<file path="src/rtl/mc_res.sv">
// Residual generator: original minus motion-compensated prediction, plus a per-block SAD.
// Latency: 2 cycles from a pre_wr beat to res_*; res_last_o and sad_o are aligned with the block's last beat.
// No backpressure: one beat per cycle sustained, and the consumer must accept every res_val_o beat.
module mc_res #(
    parameter int PIXEL_WIDTH = 8
) (
    input  logic                           clk,
    input  logic                           rstn,
    input  logic                           pre_wr_ena_i,
    input  logic [1:0]                     pre_wr_sel_i,
    input  logic [1:0]                     pre_wr_siz_i,
    input  logic [3:0]                     pre_wr_4x4_x_i,
    input  logic [3:0]                     pre_wr_4x4_y_i,
    input  logic [32*PIXEL_WIDTH-1:0]      pre_wr_dat_i,
    output logic                           ori_rd_ena_o,
    output logic [1:0]                     ori_rd_sel_o,
    output logic [1:0]                     ori_rd_siz_o,
    output logic [3:0]                     ori_rd_4x4_x_o,
    output logic [3:0]                     ori_rd_4x4_y_o,
    input  logic [32*PIXEL_WIDTH-1:0]      ori_rd_dat_i,
    output logic                           res_val_o,
    output logic [1:0]                     res_sel_o,
    output logic [1:0]                     res_siz_o,
    output logic [3:0]                     res_4x4_x_o,
    output logic [3:0]                     res_4x4_y_o,
    output logic [32*(PIXEL_WIDTH+1)-1:0]  res_dat_o,
    output logic                           res_last_o,
    output logic                           sad_val_o,
    output logic [PIXEL_WIDTH+9:0]         sad_o
);

    localparam int PW    = PIXEL_WIDTH;
    localparam int RW    = PIXEL_WIDTH + 1;
    localparam int SW    = PIXEL_WIDTH + 10;
    localparam int LANES = 32;

    localparam logic [1:0] SIZE_04 = 2'd0;
    localparam logic [1:0] SIZE_08 = 2'd1;
    localparam logic [1:0] SIZE_16 = 2'd2;

    localparam logic [0:0] ST_IDLE   = 1'b0;
    localparam logic [0:0] ST_ACTIVE = 1'b1;

    function automatic logic [5:0] beats_of(input logic [1:0] siz);
        case (siz)
            SIZE_04: beats_of = 6'd1;
            SIZE_08: beats_of = 6'd2;
            SIZE_16: beats_of = 6'd8;
            default: beats_of = 6'd32;
        endcase
    endfunction

    // Original-buffer read shares the prediction write address so data lands alongside stage 1
    assign ori_rd_ena_o   = pre_wr_ena_i;
    assign ori_rd_sel_o   = pre_wr_sel_i;
    assign ori_rd_siz_o   = pre_wr_siz_i;
    assign ori_rd_4x4_x_o = pre_wr_4x4_x_i;
    assign ori_rd_4x4_y_o = pre_wr_4x4_y_i;

    logic                 s1_vld;
    logic [1:0]           s1_sel;
    logic [1:0]           s1_siz;
    logic [3:0]           s1_x;
    logic [3:0]           s1_y;
    logic [32*PW-1:0]     s1_pre;

    logic [0:0]           state;
    logic [5:0]           cnt;
    logic [1:0]           blk_siz;
    logic [SW-1:0]        acc;

    logic [1:0]           eff_siz;
    logic [5:0]           cnt_nxt;
    logic                 beat_last;
    logic [RW-1:0]        lane_diff;
    logic [RW-1:0]        lane_abs;
    logic [LANES*RW-1:0]  res_comb;
    logic [SW-1:0]        beat_sum;

    // Stage 1: hold the prediction beat while the original-buffer read completes
    always_ff @(posedge clk or negedge rstn) begin
        if (!rstn) begin
            s1_vld <= 1'b0;
            s1_sel <= '0;
            s1_siz <= '0;
            s1_x   <= '0;
            s1_y   <= '0;
            s1_pre <= '0;
        end else begin
            s1_vld <= pre_wr_ena_i;
            if (pre_wr_ena_i) begin
                s1_sel <= pre_wr_sel_i;
                s1_siz <= pre_wr_siz_i;
                s1_x   <= pre_wr_4x4_x_i;
                s1_y   <= pre_wr_4x4_y_i;
                s1_pre <= pre_wr_dat_i;
            end
        end
    end

    // Block length comes from the size latched on the first beat; mid-block size changes do not count
    always_comb begin
        eff_siz   = (state == ST_IDLE) ? s1_siz : blk_siz;
        cnt_nxt   = (state == ST_IDLE) ? 6'd1 : cnt + 6'd1;
        beat_last = s1_vld && (cnt_nxt == beats_of(eff_siz));
    end

    // Per-lane residual and beat SAD; a 4x4 beat only carries pixels in the lower 16 lanes
    always_comb begin
        res_comb  = '0;
        beat_sum  = '0;
        lane_diff = '0;
        lane_abs  = '0;
        for (int i = 0; i < LANES; i++) begin
            if ((i < LANES / 2) || (eff_siz != SIZE_04)) begin
                lane_diff = {1'b0, ori_rd_dat_i[i*PW +: PW]} - {1'b0, s1_pre[i*PW +: PW]};
                lane_abs  = lane_diff[PW] ? (~lane_diff + RW'(1)) : lane_diff;
                res_comb[i*RW +: RW] = lane_diff;
                beat_sum  = beat_sum + SW'(lane_abs);
            end
        end
    end

    // Block FSM and SAD accumulator; the accumulator clears on the last beat so blocks can abut
    always_ff @(posedge clk or negedge rstn) begin
        if (!rstn) begin
            state   <= ST_IDLE;
            cnt     <= '0;
            blk_siz <= '0;
            acc     <= '0;
        end else if (s1_vld) begin
            if (state == ST_IDLE) begin
                blk_siz <= s1_siz;
            end
            if (beat_last) begin
                state <= ST_IDLE;
                cnt   <= '0;
                acc   <= '0;
            end else begin
                state <= ST_ACTIVE;
                cnt   <= cnt_nxt;
                acc   <= acc + beat_sum;
            end
        end
    end

    // Stage 2: residual beat, last marker and completed-block SAD
    always_ff @(posedge clk or negedge rstn) begin
        if (!rstn) begin
            res_val_o   <= 1'b0;
            res_sel_o   <= '0;
            res_siz_o   <= '0;
            res_4x4_x_o <= '0;
            res_4x4_y_o <= '0;
            res_dat_o   <= '0;
            res_last_o  <= 1'b0;
            sad_val_o   <= 1'b0;
            sad_o       <= '0;
        end else begin
            res_val_o  <= s1_vld;
            res_last_o <= beat_last;
            sad_val_o  <= beat_last;
            if (s1_vld) begin
                res_sel_o   <= s1_sel;
                res_siz_o   <= s1_siz;
                res_4x4_x_o <= s1_x;
                res_4x4_y_o <= s1_y;
                res_dat_o   <= res_comb;
            end
            if (beat_last) begin
                sad_o <= acc + beat_sum;
            end
        end
    end

endmodule
</file>
<file path="config.mk">
export PLATFORM = sky130hd
export DESIGN_NAME = mc_res
export DESIGN_NICKNAME = d
export VERILOG_FILES = /design/src/rtl/mc_res.sv
export SDC_FILE = /design/constraint.sdc
export NUM_CORES = 2
export LEC_CHECK = 0
export ABC_AREA = 1
export BUFFER_PORTS_ARGS = -buffer_cell sky130_fd_sc_hd__buf_2
export CORE_ASPECT_RATIO = 1.75
export CORE_MARGIN = 4
export CORE_UTILIZATION = 30
export CTS_CLUSTER_DIAMETER = 120
export DETAILED_ROUTE_END_ITERATION = 6
export PLACE_DENSITY = 0.46
export SYNTH_ARGS = -nofsm -noshare
export SYNTH_HDL_FRONTEND = slang
export SYNTH_SLANG_ARGS = --single-unit
</file>
<file path="constraint.sdc">
create_clock -name clk -period 36.7 [get_ports clk]
set_clock_uncertainty 0.1 [all_clocks]
set_input_delay 1.835 -clock clk [delete_from_list [all_inputs] [get_ports clk]]
set_output_delay 1.835 -clock clk [all_outputs]
set_load 0.02 [all_outputs]
</file>
Yosys cells after proc, flatten, opt, wreduce, memory -nomap -nowiden
Cells that the tools add are included.
W data, S select, Z words.

word-level totals
  input port bits = 527
  flip-flop bits (word level) = 616

operators by class
  add/sub/neg operators = 97
  reductions and logical operators = 3
  multiplexer cells = 70
  bitwise logic cells = 32
  equal/unequal tests = 3

operators by type and width
  cell                   number
  $mux W9                48
  $add A18 B9 Y18        22
  $mux W18               17
  $add A9 B1 Y9 const B  32
  $not A9 Y9             32
  $sub A8 B8 Y9          32
  $add A17 B9 Y18        1
  $add A18 B18 Y18       1
  $pmux W6 S3            1
  $add A16 B9 Y17        1
  $add A15 B9 Y16        1
  $add A14 B9 Y15        1
  $add A13 B9 Y14        1
  $add A12 B9 Y13        1
  $add A11 B9 Y12        1
  $mux W6                2
  $add A10 B9 Y11        1
  $add A9 B9 Y10         1
  $add A6 B1 Y6 const B  1
  $eq A6 B6 Y1           1
  $eq A2 B1 Y1 const B   1
  $eq A2 B2 Y1 const B   1
  $logic_not A2 Y1       1
  $mux W2                1
  other kinds (3)        3

Logic depth before layout (Yosys ltp)
  word-level depth = 53
  gate-level depth with buffers = 146

Least setup slack after synthesis
OpenSTA, ideal clock, no wires.

  kind = input port to flip-flop
  start point = input ori_rd_dat_i[72]
  end point = register sad_o[17]
  arrival time = 21.179 ns
  path buffers = 0
  stages on the path = 137
  setup slack = 15.287 ns
  cell sequence = inv_1 -> ha_1 -> inv_1 -> fa_1 -> nand2_1 -> inv_1 -> o21ai_0 -> nand2_1 -> a21oi_1 -> o21bai_1 -> a21o_1 -> a21oi_1 -> inv_1 -> nor2_1 -> xor2_1 -> fa_1 -> inv_1 -> fa_1 -> [... 101 more ...] -> or2_2 -> nor2_1 -> xor2_1 -> inv_1 -> ha_1 -> a21oi_1 -> nand2_1 -> a21oi_1 -> nor2_1 -> nor2_1 -> nor2_1 -> o21a_1 -> nor2_1 -> nor2_1 -> o21ai_0 -> nand2_1 -> xor2_1 -> o21ai_0

between the ends
  cells in the longest elaborated chain, start to end = 44

RTL lines
  item                             RTL line  RTL
  from (decl)                      20        input logic [32*PIXEL_WIDTH-1:0] ori_rd_dat_i,
  $sub A8 B8 Y9 *                  116       lane_diff = {1'b0, ori_rd_dat_i[i*PW +: PW]} - {1'b0, s1_pre[i*PW +: PW]};
  $not A9 Y9                       117       lane_abs = lane_diff[PW] ? (~lane_diff + RW'(1)) : lane_diff;
  $add A9 B1 Y9                    117
  $mux W9 *                        117
  $add A17 B9 Y18 *                119       beat_sum = beat_sum + SW'(lane_abs);
  $add A18 B9 Y18 * (6 in series)  119
  $add A18 B9 Y18                  119
  $mux W18 *                       115       if ((i < LANES / 2) || (eff_siz != SIZE_04)) begin
  [... 23 more ...]                -
  $mux W18 *                       115
  $add A18 B9 Y18                  119
  $mux W18 *                       115
  $add A18 B9 Y18                  119
  $mux W18 *                       115
  $add A18 B9 Y18                  119
  $mux W18 *                       115
  $add A18 B18 Y18 *               171       sad_o <= acc + beat_sum;
  to (signal assigned)             171
  to (decl)                        29        output logic [PIXEL_WIDTH+9:0] sad_o

Every way passes the cells marked *; elsewhere a longest branch is shown, timed or not.
A chain may end at the register's enable or synchronous reset.

Worst setup path in the final report
  start point = input ori_rd_dat_i[48]
  end point = register acc[17]

between the ends
  cells in the longest elaborated chain, start to end = 48

RTL lines
  item                  RTL line  RTL
  $sub A8 B8 Y9 *       116
  $not A9 Y9            117
  $add A9 B1 Y9         117
  $mux W9 *             117
  $add A14 B9 Y15 *     119
  $add A15 B9 Y16 *     119
  $add A16 B9 Y17 *     119
  $add A17 B9 Y18 *     119
  [... 32 more ...]     -
  $add A18 B9 Y18       119
  $mux W18 *            115
  $add A18 B9 Y18       119
  $mux W18 *            115
  $add A18 B9 Y18       119
  $mux W18 *            115
  $add A18 B18 Y18 *    142       acc <= acc + beat_sum;
  $mux W18 *            135       if (beat_last) begin
  to (signal assigned)  142
  to (decl)             70        logic [SW-1:0] acc;

Marks and branches as above.

==> summary.txt <==
Run status
  – Status: finished, final reports clean

Synthesis
  – Synth top area share: 0.303
  – YS warnings: 0
  – Synthesized Nets: slightly below 8000
  – Combinational family with the most area after synthesis: simple AND/OR/NAND/NOR gates
  – Post-synthesis sequential area ratio: 0.303
  – Async set-reset flop share out of synthesis: 1.00
  – Top cell type by total area after synthesis: dfrtp_1
  – Cells after Synth: 6540
  – Cell Area, Synth: 50800 sq um
  – Synth Area in Simple Gates: 0.188
  – Synth area leaders: dfrtp_1 30%, ha_1 12%, nand2_1 9.6%, inv_1 8.1%, o21ai_0 7.2%
  – Post-synthesis adder-cell area fraction: 0.184
  – FF+latch count, synth: between 600 and 700
  – Yosys cell types: between 50 and 60
  – Compound-Gate Fraction of Synth Area: 0.138
  – Post-synthesis mux area share: 0.00709
  – Xor-xnor portion of the synthesized cell area: 0.0831
  – Commonest register cell after synthesis: dfrtp_1
  – Number of flops mapped to enable cells by yosys: 0
  – Syn_area_per_cell: between 7 and 8 sq um

Setup path
  – Crit path launch type: input pin
  – Max incr delay on CP: 0.64 ns
  – Crit path required time: 37.08 ns
  – CP startpoint: ori_rd_dat_i[48]
  – CP endpoint kind: flip-flop
  – WS Path Type: input pin to flip-flop
  – Critical path data arrival time: roughly 24 ns
  – Crit Reg-Reg Startpoint: s1_pre[48]
  – Worst-path fanout max: 14
  – CP max stage cell: nor2_4
  – Worst-case reg-to-reg path depth: 132
  – Most used cell, CP: inv_1

Placed design
  – IO buf count: 860
  – RD Place Congestion: 0.884
  – DP Wirelength: 149 mm

Floorplan
  – Initial Util: 0.302
  – I/O Pins: about 860
  – Die Area: 176000 sq um
  – FP Rows: ~200
  – Die height: 552 um
  – Core ar.: 168000 sq um
  – Die X: 319 um

Global route
  – Met1 Resource Use GR: 0.220
  – Met3 Use GR: 0.0358
  – Layer with the highest usage: met2
  – Grt total ovfl: 0
  – Vias in the first global route: 46600
  – GR Util All Layers: 0.201
  – Largest net degree at the start of global routing: 150
  – Met2 GRT Util: 0.391
  – First-pass GRT wire length: 277 mm
  – Initial antenna violation count: 35

Clock network
  – Number of buffers created by CTS: 74
  – Worst-Skew Late Latency: 0.70 ns
  – Max clock buf depth: 3
  – CTS Root Cell: clkbuf_16
  – Htree depth: 3
  – Clk sinks: approximately 620
  – Post-CTS Resized: 0
  – Post-CTS Setup Inserts: 0
  – TritonCTS clock tree: done
  – CTS Hold Bufs: 0
  – Worst-path clk slew: 0.06 ns

Detailed routing
  – Vias: around 45000
  – Drt first pass iters: 5
  – WL final: about 180 mm
  – Avg WL per Cell: roughly 19 um
  – Residual DRC count: 0
  – Vias per cell: ~4.7
  – ANT nets after route: 0
  – DR iter-0 viols: 1947

STA
  – Worst-Margin Slew: between 1 and 1.5 ns
  – Setup TNS Final: 0 ns
  – Final Setup Violations: 0
  – Worst rel slew slack: 0.295
  – F_max: about 0.042 GHz
  – Crit share post-route: 0.646
  – RSZ-0062 raised after global routing: false
  – Fin. max-slew vios: 0
  – Minimum clock period: 23.69 ns
  – Final Hold Fails: 0

Min path
  – Hold depth: 2
  – Worst Min Path Start: res_dat_o[241]
  – Type of the most critical hold path: flip-flop to flip-flop

Final layout
  – # nets final: 8496
  – Layout cells sized above 1: 0.167
  – Fill count: 18100
  – Area grow syn2layout: 18.2%

Flow run
  – Max-cap violations: 0
## path summary, 6_finish.rpt
path                                       end  slack, ns
min in group asynchronous          s1_pre[105]       1.05
max in group asynchronous              acc[16]      31.66
worst min register to register  res_dat_o[241]       0.38
worst max-delay path                   acc[17]      13.01
worst min-delay path            res_dat_o[241]       0.38
worst max register to register         acc[17]      13.92
## placed cells by master, fill, tap and decap left out, types with 74 or more instances in the layout
cell type  netlist  routed
o21ai_0        734     734
dfrtp_1        616     616
clkbuf_16        0      74
o21bai_1       133     133
xnor2_1         85      85
inv_1         1096    1095
nand2_1       1306    1306
nand3_1        255     253
fa_1           171     171
ha_1           472     472
nand2_2         75      74
xor2_1         395     395
nor2_1         294     290
buf_2            1     858
a21oi_1        352     352
## metrics by stage
step | hold slack (ns) | instance area [sq um] | util | setup WS [ns] | cells
after floorplan | 0.252 | 50800 | - | 15.29 | 6540
after global placement | 0.360 | 57500 | 0.341 | 12.48 | 9461
after detailed placement | 0.367 | 57500 | 0.341 | 12.32 | 9461
after CTS | 0.382 | 60000 | 0.356 | 12.90 | 9591
after global routing | 0.395 | 60000 | 0.357 | 10.83 | 9599
final | 0.377 | 60100 | 0.357 | 13.01 | 9611
## cells by family after synthesis
group / after synthesis
simple gates: 2176
buf+inv: 1296
fa+ha+maj: 643
compound gates: 1296
flops: 616
xor+xnor: 481
mux: 32
## layer usage
metal  vias up  wire (um)
met3       222       8600
li1      22400          -
met4        12       5240
met2       901      97600
met5         -         72
met1     21200      69500
## synth_stat cells, types with 2 or more instances
master    count
nand2_4      16
nor2_4        2
o32ai_1       2
nor3b_1       8
clkbuf_1    153
inv_1      1096
nor4_1       11
o22ai_1       5
mux2_2       32
nand3b_2      2
nor4b_1       9
nor2_1      294
a211oi_1      8
and2_1       24
o21ai_1       3
nor2_2       12
nand3_1     255
inv_2        23
nand4_1      29
nand3b_1     27
buf_4        16
o211ai_1      4
o21a_1        4
o31ai_1       5
nor3_1       48
or2_2        23
o21bai_1    133
xor2_1      395
o21ai_0     734
a21o_1       28
nand2_2      75
a31oi_1       8
dfrtp_1     616
nand2_1    1306
buf_1         6
a21oi_2       3
nand3_4       4
nand3_2      29
a21oi_1     352
or2_0         2
fa_1        171
xnor2_1      85
ha_1        472
## critical path, delay by kind of cell
kind,cells,cell delay [ns]
compound gates,23,3.64
simple gates,34,3.77
buf+inv,34,2.70
xor+xnor,17,2.57
fa+ha+maj,26,9.49
## cell type report
type,count,area [sq um],share of cell area
Tap cell,2211,2770,0.0461
Inverter,1120,4220,0.0702
Clock inverter,26,422,0.00702
Multi-Input combinational cell,4628,30500,0.508
Sequential cell,616,15400,0.257
Antenna cell,20,50.0,0.000833
Timing Repair Buffer,886,4540,0.0757
Clock buffer,104,2110,0.0352
## flip-flops by register name, indices dropped and copies added (netlist names), 2 cells and up
signal,count
s1_siz,2
sad_o,18
s1_pre,256
res_dat_o,288
res_4x4_x_o,4
cnt,6
s1_x,4
s1_y,4
s1_sel,2
res_sel_o,2
res_siz_o,2
blk_siz,2
acc,18
res_4x4_y_o,4
Power is left out: the tool's default activity adds up to more than one toggle a clock period on the data nets, which glitch-free logic cannot reach.
